## src/rtl/cp0_pkg.sv

```systemverilog
`default_nettype none
// ============================================================================
// Module      : cp0_pkg
// Description : Shared definitions for the MIPS32 CP0 register file:
//               register indices, exception codes and register layouts.
// Revision    : 1.0 - initial release
// ============================================================================
package cp0_pkg;

    // CP0 register indices served by the register file
    localparam logic [4:0] CP0_BADVADDR = 5'd8;
    localparam logic [4:0] CP0_COUNT    = 5'd9;
    localparam logic [4:0] CP0_COMPARE  = 5'd11;
    localparam logic [4:0] CP0_STATUS   = 5'd12;
    localparam logic [4:0] CP0_CAUSE    = 5'd13;
    localparam logic [4:0] CP0_EPC      = 5'd14;
    localparam logic [4:0] CP0_PRID     = 5'd15;

    // Exception codes reported in Cause.ExcCode
    typedef enum logic [4:0] {
        EXC_INT  = 5'h00,
        EXC_ADEL = 5'h04,
        EXC_ADES = 5'h05,
        EXC_SYS  = 5'h08,
        EXC_BP   = 5'h09,
        EXC_RI   = 5'h0A,
        EXC_OV   = 5'h0C
    } exc_code_e;

    // Status register layout (only BEV, IM, EXL, IE are implemented)
    typedef struct packed {
        logic [8:0] rsvd_hi;   // 31:23
        logic       bev;       // 22
        logic [5:0] rsvd_mid;  // 21:16
        logic [7:0] im;        // 15:8
        logic [5:0] rsvd_lo;   // 7:2
        logic       exl;       // 1
        logic       ie;        // 0
    } status_t;

    // Cause register layout
    typedef struct packed {
        logic        bd;       // 31
        logic        ti;       // 30
        logic [13:0] rsvd_hi;  // 29:16
        logic [7:0]  ip;       // 15:8
        logic        rsvd_7;   // 7
        logic [4:0]  exc_code; // 6:2
        logic [1:0]  rsvd_lo;  // 1:0
    } cause_t;

endpackage
`default_nettype wire

```

## src/rtl/cp0_timer.sv

```systemverilog
`default_nettype none
// ============================================================================
// Module      : cp0_timer
// Description : Prescaled Count/Compare timer with timer-interrupt flag.
// Revision    : 1.0 - initial release
// ============================================================================
module cp0_timer #(
    parameter int COUNT_DIV = 2
) (
    input  logic        clk,
    input  logic        resetn,
    input  logic        count_we_i,
    input  logic        compare_we_i,
    input  logic [31:0] wr_data_i,
    output logic [31:0] count_o,
    output logic [31:0] compare_o,
    output logic        ti_o
);

    localparam int              PW         = (COUNT_DIV > 1) ? $clog2(COUNT_DIV) : 1;
    localparam logic [PW-1:0]   PRESC_LAST = PW'(COUNT_DIV - 1);

    logic [PW-1:0] presc_q, presc_d;
    logic [31:0]   count_q, count_d;
    logic [31:0]   compare_q, compare_d;
    logic          ti_q, ti_d;
    logic          w_tick;
    logic [31:0]   w_count_inc;

    assign w_tick      = (presc_q == PRESC_LAST);
    assign w_count_inc = count_q + 32'd1;

    // Next-state: prescaler wrap advances Count; Compare write beats a match
    always_comb begin
        presc_d   = w_tick ? '0 : presc_q + PW'(1);
        count_d   = count_q;
        compare_d = compare_q;
        ti_d      = ti_q;
        if (count_we_i) begin
            count_d = wr_data_i;
            presc_d = '0;
        end else if (w_tick) begin
            count_d = w_count_inc;
        end
        if (compare_we_i) begin
            compare_d = wr_data_i;
            ti_d      = 1'b0;
        end else if (!count_we_i && w_tick && (w_count_inc == compare_q)) begin
            ti_d = 1'b1;
        end
    end

    // Timer state registers
    always_ff @(posedge clk or negedge resetn) begin
        if (!resetn) begin
            presc_q   <= '0;
            count_q   <= '0;
            compare_q <= '0;
            ti_q      <= 1'b0;
        end else begin
            presc_q   <= presc_d;
            count_q   <= count_d;
            compare_q <= compare_d;
            ti_q      <= ti_d;
        end
    end

    assign count_o   = count_q;
    assign compare_o = compare_q;
    assign ti_o      = ti_q;

endmodule
`default_nettype wire

```

## src/rtl/cp0_regfile.sv

```systemverilog
`default_nettype none
// ============================================================================
// Module      : cp0_regfile
// Description : Parametrised MIPS32 CP0 register file: exception/ERET/MTC0
//               handling, synchronised interrupts, Count/Compare timer.
// Revision    : 1.0 - initial release
// ============================================================================
module cp0_regfile
    import cp0_pkg::*;
#(
    parameter int          NUM_EXT_INT = 6,
    parameter int          COUNT_DIV   = 2,
    parameter int          SYNC_STAGES = 2,
    parameter logic [31:0] PRID        = 32'h0000_4220
) (
    input  logic                   clk,
    input  logic                   resetn,
    input  logic [NUM_EXT_INT-1:0] ext_int,
    input  logic                   wr_en,
    input  logic [4:0]             wr_idx,
    input  logic [31:0]            wr_data,
    input  logic [4:0]             rd_idx,
    output logic [31:0]            rd_data,
    input  logic                   exc_valid,
    input  logic [4:0]             exc_code,
    input  logic [31:0]            exc_pc,
    input  logic                   exc_bd,
    input  logic                   exc_badaddr_valid,
    input  logic [31:0]            exc_badaddr,
    input  logic                   eret,
    output logic [31:0]            epc,
    output logic                   status_exl,
    output logic                   int_req
);

    logic [31:0] badvaddr_q, badvaddr_d;
    logic [31:0] epc_q, epc_d;
    logic [7:0]  im_q, im_d;
    logic        exl_q, exl_d;
    logic        ie_q, ie_d;
    logic        bd_q, bd_d;
    logic [4:0]  exccode_q, exccode_d;
    logic [1:0]  ipsw_q, ipsw_d;

    logic                   w_wr_act;
    logic [NUM_EXT_INT-1:0] w_ext_sync;
    logic [5:0]             w_hw;
    logic [7:0]             w_ip;
    logic [31:0]            w_count, w_compare;
    logic                   w_ti;
    status_t                w_status;
    cause_t                 w_cause;

    // MTC0 only lands when no exception or ERET commits this cycle
    assign w_wr_act = wr_en & ~exc_valid & ~eret;

    cp0_timer #(
        .COUNT_DIV (COUNT_DIV)
    ) u_timer (
        .clk          (clk),
        .resetn       (resetn),
        .count_we_i   (w_wr_act && (wr_idx == CP0_COUNT)),
        .compare_we_i (w_wr_act && (wr_idx == CP0_COMPARE)),
        .wr_data_i    (wr_data),
        .count_o      (w_count),
        .compare_o    (w_compare),
        .ti_o         (w_ti)
    );

    // Per-line synchroniser chain for the asynchronous interrupt inputs
    for (genvar i = 0; i < NUM_EXT_INT; i++) begin : g_sync
        logic [SYNC_STAGES-1:0] sync_q;
        if (SYNC_STAGES == 1) begin : g_one
            // Single sampling flop
            always_ff @(posedge clk or negedge resetn) begin
                if (!resetn) sync_q <= '0;
                else         sync_q <= ext_int[i];
            end
        end else begin : g_chain
            // Shift the line through the chain, oldest sample at the MSB
            always_ff @(posedge clk or negedge resetn) begin
                if (!resetn) sync_q <= '0;
                else         sync_q <= {sync_q[SYNC_STAGES-2:0], ext_int[i]};
            end
        end
        assign w_ext_sync[i] = sync_q[SYNC_STAGES-1];
    end

    // Zero-pad the hardware lines to the full six IP positions
    for (genvar j = 0; j < 6; j++) begin : g_hw
        if (j < NUM_EXT_INT) begin : g_line
            assign w_hw[j] = w_ext_sync[j];
        end else begin : g_pad
            assign w_hw[j] = 1'b0;
        end
    end

    assign w_ip = {w_ti | w_hw[5], w_hw[4:0], ipsw_q};

    // Event resolution: exception beats ERET beats MTC0
    always_comb begin
        badvaddr_d = badvaddr_q;
        epc_d      = epc_q;
        im_d       = im_q;
        exl_d      = exl_q;
        ie_d       = ie_q;
        bd_d       = bd_q;
        exccode_d  = exccode_q;
        ipsw_d     = ipsw_q;
        if (exc_valid) begin
            // Nested exceptions keep the original return address and BD
            if (!exl_q) begin
                epc_d = exc_bd ? (exc_pc - 32'd4) : exc_pc;
                bd_d  = exc_bd;
                exl_d = 1'b1;
            end
            exccode_d = exc_code;
            if (exc_badaddr_valid) badvaddr_d = exc_badaddr;
        end else if (eret) begin
            exl_d = 1'b0;
        end else if (wr_en) begin
            case (wr_idx)
                CP0_BADVADDR: badvaddr_d = wr_data;
                CP0_STATUS: begin
                    im_d  = wr_data[15:8];
                    exl_d = wr_data[1];
                    ie_d  = wr_data[0];
                end
                CP0_CAUSE:    ipsw_d = wr_data[9:8];
                CP0_EPC:      epc_d  = wr_data;
                default:      ;
            endcase
        end
    end

    // Architectural CP0 state registers
    always_ff @(posedge clk or negedge resetn) begin
        if (!resetn) begin
            badvaddr_q <= '0;
            epc_q      <= '0;
            im_q       <= '0;
            exl_q      <= 1'b0;
            ie_q       <= 1'b0;
            bd_q       <= 1'b0;
            exccode_q  <= '0;
            ipsw_q     <= '0;
        end else begin
            badvaddr_q <= badvaddr_d;
            epc_q      <= epc_d;
            im_q       <= im_d;
            exl_q      <= exl_d;
            ie_q       <= ie_d;
            bd_q       <= bd_d;
            exccode_q  <= exccode_d;
            ipsw_q     <= ipsw_d;
        end
    end

    // Assemble the architectural views of Status and Cause
    always_comb begin
        w_status          = '0;
        w_status.bev      = 1'b1;
        w_status.im       = im_q;
        w_status.exl      = exl_q;
        w_status.ie       = ie_q;
        w_cause           = '0;
        w_cause.bd        = bd_q;
        w_cause.ti        = w_ti;
        w_cause.ip        = w_ip;
        w_cause.exc_code  = exccode_q;
    end

    // MFC0 read mux; unimplemented indices read zero
    always_comb begin
        rd_data = '0;
        case (rd_idx)
            CP0_BADVADDR: rd_data = badvaddr_q;
            CP0_COUNT:    rd_data = w_count;
            CP0_COMPARE:  rd_data = w_compare;
            CP0_STATUS:   rd_data = w_status;
            CP0_CAUSE:    rd_data = w_cause;
            CP0_EPC:      rd_data = epc_q;
            CP0_PRID:     rd_data = PRID;
            default:      rd_data = '0;
        endcase
    end

    assign epc        = epc_q;
    assign status_exl = exl_q;
    assign int_req    = ie_q & ~exl_q & (|(w_ip & im_q));

endmodule
`default_nettype wire

```

## config.mk

```make
export PLATFORM = sky130hd
export DESIGN_NAME = cp0_regfile
export DESIGN_NICKNAME = d
export VERILOG_FILES = /design/src/rtl/cp0_pkg.sv /design/src/rtl/cp0_timer.sv /design/src/rtl/cp0_regfile.sv
export SDC_FILE = /design/constraint.sdc
export NUM_CORES = 1
export LEC_CHECK = 0
export CAP_MARGIN = 10
export CORE_ASPECT_RATIO = 1.25
export CORE_MARGIN = 3
export CORE_UTILIZATION = 45
export DETAILED_ROUTE_END_ITERATION = 12
export HOLD_SLACK_MARGIN = 0.05
export PLACE_DENSITY = 0.76
export SLEW_MARGIN = 25
export SYNTH_ARGS = -nofsm -noshare
export SYNTH_HDL_FRONTEND = slang
export SYNTH_HIERARCHICAL = 1
export SYNTH_SLANG_ARGS = --single-unit
export TNS_END_PERCENT = 20
```

## constraint.sdc

```tcl
create_clock -name clk -period 2.3 [get_ports clk]
set_input_delay 0.345 -clock clk [delete_from_list [all_inputs] [get_ports clk]]
set_output_delay 0.345 -clock clk [all_outputs]
set_load 0.005 [all_outputs]
```

== Word level (Yosys, flattened, before mapping) ==
Index checks and enable logic that the tools add are counted.
Operators by class
  add/sub/neg operators: 3
  multiplexer cells: 22
  equality and inequality tests: 17
  reductions and logical operators: 19
  bitwise logic cells: 9
Operators by type and width (count)
  $mux 32: 13
  $pmux 32 s7: 1
  $eq 5x4->1 const B: 13
  $add 32x1->32 const B: 1
  $eq 32x32->1: 1
  $sub 32x3->32 const B: 1
  $reduce_and 4->1: 4
  $reduce_bool 2->1: 5
  $and 8x8->8: 1
  $mux 1: 8
  $reduce_or 8->1: 1
  $reduce_bool 3->1: 2
  $and 1x1->1: 4
  $logic_and 1x1->1: 4
  $ne 2x2->1 const B: 2
  $reduce_and 2->1: 2
  $not 1->1: 3
  $ne 2x1->1 const B: 1
  $add 1x1->1 const B: 1
  $logic_not 1->1: 1
  $or 1x1->1: 1
Word-level totals
  bits of input ports: 124
  word-level logic and storage cells: 88
  register bits: 160
  output and inout port bits: 66

== Depth between registers and ports, before layout ==
  depth in word-level cells: 9
  depth in mapped cells: 12
  mapped depth without buffers: 11

== Modules after synthesis ==
The synthesis kept the hierarchy.
Modules (own cells, without submodules)
  cp0_regfile: area each 5479.0 um^2, sequential area each 2352.3 um^2, instances 1, cells each 578
  cp0_timer: area each 4037.6 um^2, sequential area each 1651.6 um^2, instances 1, cells each 432

== Worst setup path before layout ==
No wires, ideal clock.
  path type: flip-flop to flip-flop
  from: register u_timer.count_q[0], in the netlist u_timer/count_o[0]
  to: register u_timer.ti_q, in the netlist u_timer/ti_o
  data required time: 2208 ps
  period minus slack after synthesis: 2413 ps
  path slack: -113 ps
  path buffers: 0
  stages on the path, launching flop included: 8
  library setup time: 92 ps
  data arrival time: 2321 ps
  cells stage by stage: dfrtp_1 > ha_1 > nand2_1 > or4_4 > nor2_2 > mux2i_1 > a2111o_1 > o31ai_2
Between the ends
  longest elaborated chain between the ends: 4
RTL lines
  start, declared: RTL line cp0_timer.sv:24  | logic [31:0] count_q, count_d;
  start signal, assigned: RTL line cp0_timer.sv:62  | count_q <= count_d;
  $add 32x1->32: RTL line cp0_timer.sv:31  | assign w_count_inc = count_q + 32'd1;
  $eq 32x32->1: RTL line cp0_timer.sv:48  | end else if (!count_we_i && w_tick && (w_count_inc == compare_q)) begin
  $logic_and 1x1->1: RTL line cp0_timer.sv:48
  $reduce_bool 2->1 (no source line)
  end signal, assigned: RTL line cp0_timer.sv:64  | ti_q <= ti_d;
  end, declared: RTL line cp0_timer.sv:26  | logic ti_q, ti_d;
No other way between the ends.
A chain may end at the register's enable or synchronous reset.

== Worst setup path after layout ==
  from: register u_timer.count_q[3], in the netlist u_timer/count_o[3]
  to: register u_timer.ti_q, in the netlist u_timer/ti_o
The elaborated chain is that of the path after synthesis.

==> impl_metrics.csv <==
group,metric,value,unit
routing,first_iter_violations,1135,
clock_network,clock_path_buffers,2,
worst_setup_path,slowest_delay,0.61,ns
worst_setup_path,critical_path_class,"reg2reg",
global_routing,grt_max_degree,80,
hold_path,hold_path_class,"in2reg",
placement,numPortBuffers,189,
clock_network,clock_latency,0.44,ns
sta,clock_skew,0.0120,ns
sta,max_clock_freq,439,MHz
sta,rsz0062_at_grt,"yes",
layout,final_common_cell,"dfrtp_1",
global_routing,antenna_found_initial,2,
routing,antenna_left,0,
placement,hpwl,26300,µm
pwr,power.density,665,mW/mm²
layout,drive_gt1_frac,0.208,
clock_network,clkTransAtPathRegs,0.07,ns
clock_network,cts.sinks,160,
worst_setup_path,start_kind,"flop",
sta,hold_viol,0,
worst_setup_path,worst-path-max-fanout,11,
die,die-width,136,µm
die,core,0.0205,mm²
routing,vias,9516,
yosys,ys.flop_type,"dfrtp_1",
worst_setup_path,crit_chain,"nand3_1 -> buf_4 -> or4_4 -> nor2_4 -> mux2i_1 -> a2111o_1 -> o31ai_2",
yosys,ys_seq_area_frac,0.421,
worst_setup_path,cpLargestDelayFamily,"simple AND/OR/NAND/NOR gates",
layout,final_cell_mix,"dfrtp_1 (159), clkdlybuf4s50_1 (149), nand2_1 (134), buf_4 (115), o21ai_0 (79)",
global_routing,grt_pass1_vias,9211,
clock_network,cts_root_buf,"clkbuf_16",
sta,finalSetupViolCount,0,
worst_setup_path,r2r-end,"u_timer/ti_o$_DFFE_PN0P_",
placement,dp.cells,1524,
sta,setup_ws,0.0224,ns
sta,min_period,2.28,ns
placement,gp_congestion,0.983,
yosys,synthCells,1010,
sta,worst_pin_slew,0.585,ns
yosys,ys_warn_count,6,
die,initial_core_util,0.465,
global_routing,gr-usage-all-layers,0.300,
sta,min_period_over_period,0.990,
sta,hold_slack,0.347,ns
hold_path,hold_end,"g_sync[0].sync_q[0]$_DFF_PN0_",
global_routing,grt_first_pass_wirelength,52400,µm
yosys,postSynthAreaPerCell,9.42,µm²
layout,nets,1414,
sta,slew_headroom,0.610,
routing,wire_per_inst,21.9,µm
routing,dr.pass1.iters,6,
hold_path,min_path_cells,1,
pwr,p_leak,0.00566,µW
layout,fillCellCount,1658,
placement,post_dp_cell_area,0.0126,mm²
die,num_rows,58,
routing,routed_via_density,6.05,
yosys,synth_edf_count,0,
worst_setup_path,required,2.65,ns
routing,wl,34500,µm
worst_setup_path,r2r_start,"u_timer/count_o[3]$_DFFE_PN0N_",
die,fp.dieH,169,µm
flow_run,cap_violations,0,
placement,dp_slack,-0.602,ns
pwr,peakVddDrop,0.000553,V
yosys,synth.distinct_cells,67,
layout,syn_to_final_growth,40.2,%
yosys,syn_area,0.00952,mm²
clock_network,h-tree-depth,4,
layout,postLayoutCellArea,0.0133,mm²
hold_path,worstHoldStart,"ext_int[0]",
routing,drcViolationCount,0,
clock_network,tritoncts,"built",
sta,drv_slew,0,
worst_setup_path,crit_path_end_kind,"flop",
worst_setup_path,reg2regPathDepth,7,
yosys,synth-seq-cells,160,
yosys,synthArstFlopShare,1.00,
die,io_pins,190,
worst_setup_path,worstPathArrival,2.62,ns
worst_setup_path,path_buf_inv,1,
worst_setup_path,slowest_stage,"or4_4",
worst_setup_path,r2r_slack,0.02,ns
die,dieArea,0.0229,mm²
layout,instances_no_fill,1572,
global_routing,grt_overflow_total,0,
status,outcome,"complete, no violations",
clock_network,cts_made_buffers,17,
yosys,syn-num-nets,1136,
==> worst max path at each step <==
stage	startpoint	end	slack [ns]	cells after the start
after floorplan	u_timer/count_o[0]$_DFFE_PN0N_	u_timer/ti_o$_DFFE_PN0P_	0.04	7
after global placement	rd_idx[0]	rd_data[16]	-0.52	7
after detailed placement	rd_idx[0]	rd_data[16]	-0.60	7
after CTS	wr_idx[4]	u_timer/ti_o$_DFFE_PN0P_	-0.01	12
after global routing	u_timer/count_o[1]$_DFFE_PN0N_	u_timer/ti_o$_DFFE_PN0P_	-0.11	8
final	u_timer/count_o[3]$_DFFE_PN0N_	u_timer/ti_o$_DFFE_PN0P_	0.02	7
==> worst reg2reg max path, cell delays in order, from the launching register on <==
cell      delay [ns]
dfrtp_1         0.36
nand3_1         0.08
buf_4           0.18
or4_4           0.62
nor2_4          0.20
mux2i_1         0.11
a2111o_1        0.43
o31ai_2         0.22
==> area by class of cell <==
type,count,area (µm²),share of cell area
Antenna cell,2,5.00,0.000375
Clock buffer,20,457,0.0342
Clock inverter,11,133,0.00994
Inverter,12,45.0,0.00338
Multi-Input combinational cell,773,5350,0.401
Sequential cell,160,4010,0.300
Tap cell,270,338,0.0253
Timing Repair Buffer,324,3010,0.226
==> routing by layer <==
layer / global-route usage / wire [µm]
met1: 0.395 / 14000
met2: 0.476 / 16400
met3: 0.0553 / 2480
met4: 0.142 / 1650
met5: 0 / 0
==> state kept, by name, summed over array words and instances (netlist names) <==
signal and flops:
im_q 8, exccode_q 5, badvaddr_q 32, u_timer/count_o 32, u_timer/presc_q 1, g_sync.sync_q 12
u_timer/compare_o 32, ipsw_q 2, status_exl 1, u_timer/ti_o 1, bd_q 1, ie_q 1
epc 32
==> where the power goes <==
part | switching, µW | internal [µW] | total (µW)
clock network | 1190 | 1660 | 2850
logic | 1160 | 1220 | 2380
registers | 438 | 3210 | 3640
total | 2790 | 6080 | 8880
==> cells in the mapped netlist (24+ instances only) <==
library cell	number	area share
o21ai_0	80	0.042
a21oi_1	36	0.019
a22oi_1	33	0.026
nor2_1	33	0.013
clkbuf_1	47	0.019
nand4_1	27	0.018
o21ai_1	24	0.013
xor2_1	50	0.046
dfrtp_1	160	0.42
mux2_2	46	0.054
nand3_1	36	0.019
xnor2_1	45	0.041
mux2i_1	33	0.035
nand2_1	135	0.053
==> repair_timing <==
| action | 4_1_cts | 5_1_grt |
|---|---|---|
| hold buffers | 1 | 0 |
| pin swaps | 24 | 5 |
| setup endpoints to repair | 34 | 12 |
| hold endpoints to repair | 51 | 0 |
| gates cloned | 2 | 0 |
| resized for setup | 107 | 9 |
| buffers inserted | 12 | 0 |
==> per-stage QoR <==
stage | utilization | total power (µW) | setup TNS (ns)
4_1_cts | 0.651 | 8850 | -0.0118
5_1_grt | 0.652 | 9220 | -0.141
3_3_place_gp | 0.615 | 5930 | -21.62
6_report | 0.652 | 8880 | 0
3_5_place_dp | 0.615 | 5990 | -25.89
2_1_floorplan | - | 4620 | 0
==> kinds of logic (layout without fill, tap and decap cells) <==
logic type	count (synthesis)	after routing	synth area share
AO/OA/AOI/OAI	247	247	0.170
XOR/XNOR	95	95	0.0874
adder cells (fa/ha/maj)	2	2	0.00263
buffers and inverters	77	367	0.0339
flip-flops	160	160	0.421
multiplexers	79	79	0.0891
other	0	2	0
AND/OR/NAND/NOR	350	350	0.196
(Power assumes the default switching activity.)
